[src/rtl/kf8255_port_a_handshake.sv]
// KF8255 group A port A data path: input/output latches plus the Mode 1/Mode 2
// STB#/ACK# handshakes that produce IBF, OBF#, INTR and the INTE enables.
module kf8255_port_a_handshake #(
  parameter int unsigned SYNC_STAGES = 2
) (
  input  logic       clock,
  input  logic       reset,
  input  logic [1:0] mode_select_reg,
  input  logic       port_1_io_reg,
  input  logic       update_group_mode,
  input  logic [7:0] internal_data_bus,
  input  logic       write_port_a,
  input  logic       read_port_a,
  input  logic       bsr_write,
  input  logic [2:0] bsr_bit,
  input  logic       bsr_value,
  input  logic [7:0] port_a_in,
  input  logic       strobe_n,
  input  logic       ack_n,
  output logic [7:0] port_a_out,
  output logic       port_a_oe,
  output logic [7:0] read_data,
  output logic       ibf,
  output logic       obf_n,
  output logic       intr,
  output logic       inte_in,
  output logic       inte_out
);

  logic [SYNC_STAGES-1:0] r_stb_sync;
  logic [SYNC_STAGES-1:0] r_ack_sync;
  logic                   r_stb_prev;
  logic                   r_ack_prev;

  logic [7:0] r_port_a_out;
  logic [7:0] r_in_latch;
  logic       r_ibf;
  logic       r_obf_n;
  logic       r_intr_in;
  logic       r_intr_out;
  logic       r_inte_in;
  logic       r_inte_out;

  logic [7:0] w_port_a_out_next;
  logic [7:0] w_in_latch_next;
  logic       w_ibf_next;
  logic       w_obf_n_next;
  logic       w_intr_in_next;
  logic       w_intr_out_next;
  logic       w_inte_in_next;
  logic       w_inte_out_next;

  logic w_mode0;
  logic w_mode1;
  logic w_mode2;
  logic w_in_active;
  logic w_out_active;
  logic w_stb_s;
  logic w_ack_s;
  logic w_stb_fall;
  logic w_stb_rise;
  logic w_ack_fall;
  logic w_ack_rise;
  logic w_intr_in_term;
  logic w_intr_out_term;

  assign w_mode0      = (mode_select_reg == 2'b00);
  assign w_mode1      = (mode_select_reg == 2'b01);
  assign w_mode2      = mode_select_reg[1];
  assign w_in_active  = (w_mode1 & port_1_io_reg) | w_mode2;
  assign w_out_active = (w_mode1 & ~port_1_io_reg) | w_mode2;

  // Synchronizers idle high so a released pin never looks like an edge.
  always_ff @(posedge clock or posedge reset) begin
    if (reset) begin
      r_stb_sync <= '1;
      r_ack_sync <= '1;
      r_stb_prev <= 1'b1;
      r_ack_prev <= 1'b1;
    end else begin
      r_stb_sync <= {r_stb_sync[SYNC_STAGES-2:0], strobe_n};
      r_ack_sync <= {r_ack_sync[SYNC_STAGES-2:0], ack_n};
      r_stb_prev <= w_stb_s;
      r_ack_prev <= w_ack_s;
    end
  end

  assign w_stb_s    = r_stb_sync[SYNC_STAGES-1];
  assign w_ack_s    = r_ack_sync[SYNC_STAGES-1];
  assign w_stb_fall = r_stb_prev & ~w_stb_s;
  assign w_stb_rise = ~r_stb_prev & w_stb_s;
  assign w_ack_fall = r_ack_prev & ~w_ack_s;
  assign w_ack_rise = ~r_ack_prev & w_ack_s;

  always_comb begin
    w_port_a_out_next = r_port_a_out;
    w_in_latch_next   = r_in_latch;
    w_ibf_next        = r_ibf;
    w_obf_n_next      = r_obf_n;
    w_intr_in_next    = r_intr_in;
    w_intr_out_next   = r_intr_out;
    w_inte_in_next    = r_inte_in;
    w_inte_out_next   = r_inte_out;

    if (write_port_a) begin
      w_port_a_out_next = internal_data_bus;
    end

    if (bsr_write) begin
      case (bsr_bit)
        3'd4:    w_inte_in_next  = bsr_value;
        3'd6:    w_inte_out_next = bsr_value;
        default: ;
      endcase
    end

    // A strobe fall outranks a simultaneous read so fresh data is never lost.
    if (w_in_active) begin
      if (w_stb_fall) begin
        w_in_latch_next = port_a_in;
        w_ibf_next      = 1'b1;
      end else if (read_port_a) begin
        w_ibf_next = 1'b0;
      end
      if (read_port_a) begin
        w_intr_in_next = 1'b0;
      end else if (w_stb_rise && r_ibf && r_inte_in) begin
        w_intr_in_next = 1'b1;
      end
    end else begin
      w_ibf_next     = 1'b0;
      w_intr_in_next = 1'b0;
    end

    // A CPU write outranks a simultaneous ACK# fall, keeping OBF# asserted.
    if (w_out_active) begin
      if (write_port_a) begin
        w_obf_n_next    = 1'b0;
        w_intr_out_next = 1'b0;
      end else begin
        if (w_ack_fall) begin
          w_obf_n_next = 1'b1;
        end
        if (w_ack_rise && r_obf_n && r_inte_out) begin
          w_intr_out_next = 1'b1;
        end
      end
    end else begin
      w_obf_n_next    = 1'b1;
      w_intr_out_next = 1'b0;
    end

    if (update_group_mode) begin
      w_port_a_out_next = 8'h00;
      w_in_latch_next   = 8'h00;
      w_ibf_next        = 1'b0;
      w_obf_n_next      = 1'b1;
      w_intr_in_next    = 1'b0;
      w_intr_out_next   = 1'b0;
      w_inte_in_next    = 1'b0;
      w_inte_out_next   = 1'b0;
    end
  end

  always_ff @(posedge clock or posedge reset) begin
    if (reset) begin
      r_port_a_out <= 8'h00;
      r_in_latch   <= 8'h00;
      r_ibf        <= 1'b0;
      r_obf_n      <= 1'b1;
      r_intr_in    <= 1'b0;
      r_intr_out   <= 1'b0;
      r_inte_in    <= 1'b0;
      r_inte_out   <= 1'b0;
    end else begin
      r_port_a_out <= w_port_a_out_next;
      r_in_latch   <= w_in_latch_next;
      r_ibf        <= w_ibf_next;
      r_obf_n      <= w_obf_n_next;
      r_intr_in    <= w_intr_in_next;
      r_intr_out   <= w_intr_out_next;
      r_inte_in    <= w_inte_in_next;
      r_inte_out   <= w_inte_out_next;
    end
  end

  // INTE gates the request combinationally so disabling it takes effect at once.
  assign w_intr_in_term  = r_intr_in & r_inte_in;
  assign w_intr_out_term = r_intr_out & r_inte_out;

  always_comb begin
    intr = 1'b0;
    if (w_mode2) begin
      intr = w_intr_in_term | w_intr_out_term;
    end else if (w_mode1) begin
      intr = port_1_io_reg ? w_intr_in_term : w_intr_out_term;
    end
  end

  always_comb begin
    read_data = r_in_latch;
    if (w_mode0) begin
      read_data = port_1_io_reg ? port_a_in : r_port_a_out;
    end else if (w_mode1 && !port_1_io_reg) begin
      read_data = r_port_a_out;
    end
  end

  assign port_a_oe  = w_mode2 ? ~w_ack_s : ~port_1_io_reg;
  assign port_a_out = r_port_a_out;
  assign ibf        = r_ibf;
  assign obf_n      = r_obf_n;
  assign inte_in    = r_inte_in;
  assign inte_out   = r_inte_out;

endmodule
[config.mk]
export PLATFORM = sky130hd
export DESIGN_NAME = kf8255_port_a_handshake
export DESIGN_NICKNAME = d
export VERILOG_FILES = /design/src/rtl/kf8255_port_a_handshake.sv
export SDC_FILE = /design/constraint.sdc
export NUM_CORES = 1
export LEC_CHECK = 0
export BUFFER_PORTS_ARGS = -buffer_cell sky130_fd_sc_hd__buf_2
export CELL_PAD_IN_SITES_DETAIL_PLACEMENT = 0
export CELL_PAD_IN_SITES_GLOBAL_PLACEMENT = 1
export CORE_UTILIZATION = 25
export CTS_CLUSTER_DIAMETER = 120
export DETAILED_ROUTE_END_ITERATION = 10
export GPL_TIMING_DRIVEN = 0
export PLACE_DENSITY = 0.69
export SETUP_SLACK_MARGIN = 0.15
export SLEW_MARGIN = 20
export SYNTH_ARGS = -nofsm -noshare
export SYNTH_HDL_FRONTEND = slang
export SYNTH_SLANG_ARGS = --single-unit
[constraint.sdc]
create_clock -name clock -period 2.5 [get_ports clock]
set_clock_uncertainty 0.05 [all_clocks]
set_input_delay 0.5 -clock clock [delete_from_list [all_inputs] [get_ports clock]]
set_output_delay 0.5 -clock clock [all_outputs]
set_load 0.005 [all_outputs]
==> impl_metrics.ini, run 1 <==
[outcome]
status = finished, final reports clean

[yosys]
synth_area_mm2 = 0.00130
synth_top_area_share_pct = 40.3
synth_most_common_cell = dfrtp_1
async_reset_ff_share_pct = 100
synth_edf_count = 0
ys.flop_type = dfrtp_1
yosys_warnings = 0
syn_nets = 145
yosys.area.top_type = dfrtp_1
synth_cells = 114
yosysSeqAreaShare_pct = 54.5
synth_commonest_cells = 21 x dfrtp_1, 16 x nor2_1, 12 x a22oi_1, 11 x mux2i_1, 8 x a22o_1
syn_area_per_cell_um2 = 11.4
ys_ff_latch = 28
synthTopCellsByArea = dfrtp_1 40%, dfstp_2 14%, mux2i_1 8.5%
ys_types = 27

[floorplanning]
die-area_mm2 = 0.00550
die-height_um = 74.2
start_util_pct = 26.7
core_area_mm2 = 0.00488
io_pins = 53
rows = 25
die_w_um = 74.2

[placement]
place.gp.congestion = 0.740
io_buffers = 50
place_ws_ns = 0.376
dpl_cell_area_mm2 = 0.00164
place_hpwl_mm = 2.52

[power]
power.density_mw_per_mm2 = 525
seqPwrFrac_pct = 55.7
switching_power_mw = 0.227
p_leak_nw = 0.840
ir_drop_uv = 182
p_comb_share_pct = 15.6
switching_share_pct = 25.7
internal-power_mw = 0.656
p_clk_share_pct = 28.7

[layout]
design_area_mm2 = 0.00168
diodes = 0
drive_gt1_share_pct = 41.1
area_delta_synth_final_pct = 29.1
nets = 200
final_core_util_pct = 34.5

[route]
drt_iter0_drc = 49
post_drt_wl_per_cell_um = 14.0
vias = 1099
dr.pass1.iters = 4
drc_errors = 0
viasPerCell = 4.68
wl_mm = 3.30
postRouteAntennaNets = 0

[timing]
rsz0062_at_grt = false
tns_ns = 0
setup_violations = 0
drv_slew = 0
tightest_slew_ns = 0.575
fin_ws_ns = 0.320
relSlewSlack_pct = 61.6
fin_crit_ns = 2.18
hold_viol_final = 0
fmax_mhz = 459
period_share_pct = 87.2

[clock_tree]
postCtsSetupBuffers = 0
htreeDepth = 1
cts_tree = built
cts.sinks = 28
cts.repair.resized = 0
root_buffer = clkbuf_8
clock_latency_ns = 0.27
cts_buffers = 3
holdBufCountCts = 0
clk_pin_slew_ns = 0.10
clockBufferDepth = 2

[setup_path]
crit_arrival_ns = 1.63
critPathSlowestCell = nor2_1
cp_top_family = buffers and inverters
worst-setup-path-type = input port to output port
crit_chain = buf_2 > buf_4 > nor2_1 > a22oi_1 > o21ai_0 > buf_2
critPathMaxFanout = 10
required_ns = 1.95
critPathBufInv = 3
worstSetupStartpointType = input port
worstSetupEndpointType = output port
slowest_delay_ns = 0.30
path_common_cell = buf_2

[global_routing]
grt_antenna_before_repair = 0
grt_pass1_vias = 1056
overflow = 0
grt.total_usage_pct = 12.6
grt_pass1_wl_mm = 5.20
grt_max_degree = 29

[job]
drv_cap = 0

[hold_path]
hp-class = input port to asynchronous set/reset pin
-- path summary, 6_finish.rpt --
check                              startpoint  depth (start not counted)            end  slack [ns]
max                        mode_select_reg[0]                          6   read_data[4]        0.32
min                                     reset                          2  port_a_out[1]        0.22
min in group clock                   strobe_n                          1  r_stb_sync[0]        0.27
max in group asynchronous               reset                          2  r_ack_sync[0]        1.79
max reg2reg                        r_stb_prev                          3  r_in_latch[3]        1.14
min reg2reg                     r_ack_sync[0]                          0  r_ack_sync[1]        0.31
-- cells in the final DEF (no fill, tap or decap), drive strengths merged --
cell type  synthesis  final
buf                5     55
dfrtp             21     21
nor2              16     16
a22oi             12     12
mux2i             11     11
a22o               8      8
dfstp              7      7
o21ai              6      6
inv                5      5
clkbuf             1      5
a21oi              4      4
nand2b             2      2
a41oi              2      2
nor4               2      2
o22a               2      2
nand2              2      2
o21ba              1      1
nor3               1      1
nand4b             1      1
and4bb             1      1
o21bai             1      1
a211o              1      1
a211oi             1      1
o22ai              1      1
-- logic make-up (layout without fill, tap and decap cells) --
kind of cell	after synthesis	after routing	synth area share (%)
buffers and inverters	11	65	4.80
and+or+nand+nor	25	25	9.51
AOI/OAI and AO/OA	39	39	22.8
muxes	11	11	8.45
DFF	28	28	54.5
-- final cells by class --
type / instances / area [um2]
Inverter: 5 / 18.8
Timing Repair Buffer: 50 / 250
Tap cell: 67 / 83.8
Sequential cell: 28 / 709
Buffer: 6 / 43.8
Multi-Input combinational cell: 75 / 531
Clock buffer: 4 / 45.0
Fill cell: 530 / 3200
-- power groups by stage --
stage | Clock [mW] | Combinational [mW] | Sequential [mW]
2_1_floorplan | 0 | 0.0736 | 0.497
4_1_cts | 0.266 | 0.140 | 0.492
6_report | 0.254 | 0.138 | 0.492
3_5_place_dp | 0 | 0.139 | 0.500
5_1_grt | 0.279 | 0.155 | 0.495
3_3_place_gp | 0 | 0.139 | 0.500
-- registers in the layout (all words and copies together), names as in the netlist --
name        count
r_in_latch      8
obf_n           1
r_stb_prev      1
r_ack_sync      2
inte_out        1
r_stb_sync      2
ibf             1
inte_in         1
r_intr_in       1
r_ack_prev      1
port_a_out      8
r_intr_out      1
-- metal layers --
layer	share of wire (%)	up-vias	global-route usage, %
met5	0	-	0
met4	3.2	0	7.48
met3	3.7	9	1.36
met2	48	31	19.5
met1	45	527	16.9
li1	-	532	-
-- worst reg2reg max path, delay by kind of cell, from the launching register on --
family,cells,cell delay [ns]
simple gates,2,0.51
flops,1,0.54
compound gates,1,0.21
-- stage by stage --
| stage | hold slack [ns] | std cells | power [mW] |
|---|---|---|---|
| 6_report | 0.217 | 235 | 0.883 |
| 5_1_grt | 0.257 | 235 | 0.929 |
| 4_1_cts | 0.260 | 235 | 0.898 |
| 3_5_place_dp | 0.297 | 231 | 0.640 |
| 3_3_place_gp | 0.296 | 231 | 0.639 |
| 2_1_floorplan | 0.295 | 114 | 0.571 |
(Power assumes the default switching activity.)
==> run 2, diff against run 1 <==
--- a/config.mk
+++ b/config.mk
@@ -14,3 +14,3 @@
 export GPL_TIMING_DRIVEN = 0
-export PLACE_DENSITY = 0.69
+export PLACE_DENSITY_LB_ADDON = 0.1
 export SETUP_SLACK_MARGIN = 0.15
==> constraint.sdc (replaced) <==
create_clock -name clock -period 2.5 [get_ports clock]
set_clock_uncertainty 0.05 [all_clocks]
set_input_delay 0.125 -clock clock [delete_from_list [all_inputs] [get_ports clock]]
set_output_delay 0.125 -clock clock [all_outputs]
set_load 0.005 [all_outputs]
==> run 2 against run 1 <==
Against the previous run:
- sequential share of layout area fell by 1.2 points
- clock-buffer cell count did not move
- worst setup slack improved by 0.67 ns
- die area did not move
- register-to-register slack got worse by 0.15 ns
- non-clock buffer count rose by 4
- wire length rose by 9.6%
- critical path type is now flip-flop to flip-flop
- highest routed layer unchanged
==> impl_metrics.ini, run 2 (synthesis gave the netlist of run 1 again) <==
[outcome]
status = finished, final reports clean

[timing]
drv_slew = 0
period_share_pct = 60.2
fin_crit_ns = 1.51
setup_violations = 0
rsz0062_at_grt = false
relSlewSlack_pct = 59.2
whs_ns = 0.0360
tightest_slew_ns = 0.611
hold_viol_final = 0
tns_ns = 0
fmax_mhz = 664

[placement]
io_buffers = 50
dpl_cell_area_mm2 = 0.00164
place.gp.congestion = 0.734
place_hpwl_mm = 2.65

[clock_tree]
cts.sinks = 28
clockBufferDepth = 2
htreeDepth = 1
cts.repair.resized = 0
postCtsSetupBuffers = 0
root_buffer = clkbuf_8
cts_buffers = 3
clk_pin_slew_ns = 0.10
clock_latency_ns = 0.27
cts_tree = built

[route]
viasPerCell = 4.81
drc_errors = 0
post_drt_wl_per_cell_um = 15.1
vias = 1149
drt_iter0_drc = 89
dr.pass1.iters = 4
wl_mm = 3.62
postRouteAntennaNets = 0

[job]
drv_cap = 0

[global_routing]
grt_max_degree = 29
grt_antenna_before_repair = 0
overflow = 0
grt.total_usage_pct = 13.8
grt_pass1_wl_mm = 5.71
grt_pass1_vias = 1110

[layout]
area_delta_synth_final_pct = 32.9
multi_input_area_um2 = 531
final_common_cell = buf_2
nets = 204
register_area_um2 = 709
final_cell_mix = 52 x buf_2, 21 x dfrtp_1, 16 x nor2_1
design_area_mm2 = 0.00173
fillers = 533
diodes = 0
drive_gt1_share_pct = 40.7

[floorplanning]
die-area_mm2 = 0.00550
rows = 25
core_area_mm2 = 0.00488
die-height_um = 74.2
start_util_pct = 26.7
die_w_um = 74.2
io_pins = 53

[power]
power.density_mw_per_mm2 = 532
p_leak_nw = 0.863
power_mw = 0.922
ir_drop_uv = 190

[setup_path]
worst-setup-path-type = flip-flop to flip-flop
crit_chain = nand2b_1 > nor3_2 > a22o_1
critPathMaxFanout = 8
worstSetupStartpointType = flip-flop
slowest_delay_ns = 0.54
worstSetupEndpointType = flip-flop
critPathSlowestCell = dfstp_2
crit_arrival_ns = 1.66
required_ns = 2.66

[hold_path]
hp-class = input port to flip-flop
==> run 2: final cells by class <==
| cell class | instances | area share, % |
|---|---|---|
| Buffer | 6 | 2.53 |
| Sequential cell | 28 | 41.0 |
| Timing Repair Buffer | 54 | 16.8 |
| Inverter | 5 | 1.08 |
| Multi-Input combinational cell | 75 | 30.6 |
| Tap cell | 67 | 4.84 |
| Clock buffer | 4 | 3.18 |
==> run 2: critical path: cells and delay by family (launching register included) <==
| family | cells | cell delay (ns) |
|---|---|---|
| flip-flops | 1 | 0.54 |
| AO/OA/AOI/OAI | 1 | 0.23 |
| AND/OR/NAND/NOR | 2 | 0.62 |
==> run 2: layer usage <==
metal	vias up	wire [um]	GRT usage (%)
met5	-	0	0
met4	0	25	3.85
met3	2	192	2.17
met2	41	1610	21.0
met1	564	1780	20.3
li1	542	-	-
==> run 2: timing repair <==
| item | in CTS | in global routing |
|---|---|---|
| hold endpoints to repair | 3 | 21 |
| endpoints found under the setup margin | 0 | 0 |
| hold buffers | 3 | 1 |
==> run 2: where the power goes <==
group          leakage, nW  switching (mW)  total, mW  internal, mW
sequential           0.359          0.0168      0.494         0.477
clock               0.0288           0.143      0.284         0.141
combinational        0.475          0.0757      0.144        0.0687
==> run 2: path summary, 6_finish.rpt <==
check	from	to	slack, ns	depth (start not counted)
worst max register to register	r_stb_prev	r_in_latch[4]	0.99	3
worst max-delay path	r_stb_prev	r_in_latch[4]	0.99	3
min in group asynchronous	reset	port_a_out[7]	0.41	3
worst min-delay path	port_a_in[0]	r_in_latch[0]	0.04	2
worst min register to register	r_stb_sync[0]	r_stb_sync[1]	0.31	0
max in group asynchronous	reset	r_in_latch[0]	1.59	3
==> run 2: metrics by stage <==
step | cells | setup WS [ns] | util, %
CTS | 238 | 0.960 | 35.3
finish | 239 | 0.994 | 35.5
global placement | 231 | 1.02 | 33.5
floorplan | 114 | 1.21 | -
detailed placement | 231 | 0.999 | 33.5
global route | 239 | 0.912 | 35.5
==> run 3, diff against run 2 <==
Clock period 2.5 ns to 1.25 ns, I/O delays scaled along.
==> run 3 against run 2 <==
Against the previous run:
- the flow now finishes with violations (negative setup slack)
- register-to-register slack worse by 1.1 ns
- sequential power up 100%
- clock-buffer cell count fell by 1
==> impl_metrics.ini, run 3 (synthesis gave the netlist of run 1 again) <==
[outcome]
status = finished with violations
violations = negative setup slack

[route]
dr.pass1.iters = 4
viasPerCell = 4.68
postRouteAntennaNets = 0
drt_iter0_drc = 70
post_drt_wl_per_cell_um = 15.1
vias = 1253
wl_mm = 4.04
drc_errors = 0

[setup_path]
required_ns = 1.37
crit_arrival_ns = 1.45
r2r_slack_ns = -0.08
r2r_start = r_stb_prev
critPathMaxFanout = 8
critPathBufInv = 1
worst-setup-path-type = flip-flop to flip-flop
slowest_delay_ns = 0.57
worstSetupEndpointType = flip-flop
crit_chain = nand2b_4 > o21ba_4 > buf_6 > a22o_1
r2r_cells = 4
cp_top_family = flip-flops
worstSetupStartpointType = flip-flop
critPathSlowestCell = dfstp_2
r2r_end = r_in_latch[3]

[global_routing]
grt.total_usage_pct = 15.1
grt_antenna_before_repair = 0
overflow = 0
grt_pass1_wl_mm = 6.25
grt_max_degree = 29
grt_pass1_vias = 1228

[timing]
rsz0062_at_grt = true
tightest_slew_ns = 0.614
setup_violations = 9
hold_viol_final = 0
tns_ns = -0.587
fmax_mhz = 752
fin_ws_ns = -0.0803
drv_slew = 0
period_share_pct = 106
relSlewSlack_pct = 59.0
fin_crit_ns = 1.33

[hold_path]
hp-start = update_group_mode
hold_path_depth = 2
min_to = ibf
hp-class = input port to flip-flop

[layout]
nets = 233
diodes = 0
area_delta_synth_final_pct = 62.4
final_cell_mix = 49 x buf_2, 21 x dlygate4sd3_1, 21 x dfrtp_1
layoutNonFillerInstCount = 268
final_common_cell = buf_2
drive_gt1_share_pct = 45.3
fillers = 512

[power]
power.density_mw_per_mm2 = 996
p_clk_share_pct = 34.6
switching_share_pct = 24.3
p_leak_nw = 1.03
switching_power_mw = 0.512
internal-power_mw = 1.60
power_mw = 2.11
seqPwrFrac_pct = 46.8
p_comb_share_pct = 18.6
ir_drop_uv = 547

[floorplanning]
io_pins = 53
rows = 25
die-area_mm2 = 0.00550
die-height_um = 74.2
core_area_mm2 = 0.00488
die_w_um = 74.2
start_util_pct = 26.7

[placement]
place_hpwl_mm = 2.68
place.gp.congestion = 0.707
dp.cells = 231
io_buffers = 50

[clock_tree]
root_buffer = clkbuf_8
clockBufferDepth = 2
clock_latency_ns = 0.28
cts_tree = built
htreeDepth = 1
cts_buffers = 3
cts.sinks = 28
clk_pin_slew_ns = 0.10

[job]
drv_cap = 0
## run 3: cell types whose count changed in the layout (fill, tap and decap cells not counted), sizes merged
cell and change:
dlygate4sd3 +17, buf +12, bufinv +1, clkbuf -1
## run 3: final cells by class
type	count	area [um2]	area share, %
Sequential cell	28	709	33.5
Timing Repair Buffer	83	601	28.4
Multi-Input combinational cell	75	588	27.8
Tap cell	67	83.8	3.96
Buffer	6	43.8	2.07
Clock buffer	3	41.3	1.95
Clock inverter	1	30.0	1.42
Inverter	5	18.8	0.887
## run 3: per-stage QoR
step | worst slack (ns) | util, % | hold WS [ns] | instance area, um2
after floorplan | -0.00499 | - | 0.0170 | 1320
after global placement | -0.210 | 33.8 | 0.119 | 1650
after detailed placement | -0.179 | 33.8 | 0.119 | 1650
after CTS | -0.0826 | 41.2 | 0.0180 | 2010
after global routing | -0.100 | 43.4 | 0.0394 | 2120
final | -0.0803 | 43.4 | 0.0325 | 2120
## run 3: worst max path at each step
stage	cells past startpoint	startpoint	slack (ns)	to
finish	4	r_stb_prev	-0.08	r_in_latch[3]
floorplan	4	r_stb_prev	-0.005	r_in_latch[5]
global placement	3	r_stb_prev	-0.21	r_in_latch[3]
global route	4	r_stb_prev	-0.10	r_in_latch[0]
CTS	4	r_stb_prev	-0.08	r_in_latch[3]
detailed placement	3	r_stb_prev	-0.18	r_in_latch[3]
## run 3: power by group through the flow
stage	Clock [mW]	Sequential, mW	Combinational [mW]
4_1_cts	0.768	0.983	0.370
5_1_grt	0.802	0.992	0.427
6_report	0.729	0.986	0.393
3_5_place_dp	0	1.00	0.289
2_1_floorplan	0	0.996	0.153
3_3_place_gp	0	1.00	0.283
## run 3: routing by layer
metal  vias up  wire (um)  GRT usage, %
met2        40       1860          23.2
li1        599          -             -
met5         -          0             0
met4         0         23          3.21
met1       612       1930          21.5
met3         2        229          3.52
## run 3: worst reg2reg max path, delay by kind of cell (launching register included)
| kind | cells | cell delay, ns |
|---|---|---|
| buffers and inverters | 1 | 0.13 |
| AND/OR/NAND/NOR | 1 | 0.08 |
| AO/OA/AOI/OAI | 2 | 0.40 |
| flip-flops | 1 | 0.57 |
## run 3: timing repair
action | CTS | global route
setup endpoints to repair | 18 | 27
hold buffers | 20 | 1
buffers inserted | 10 | 2
resized for setup | 9 | 13
pin swaps | 17 | 5
endpoints found under the hold margin | 22 | 21
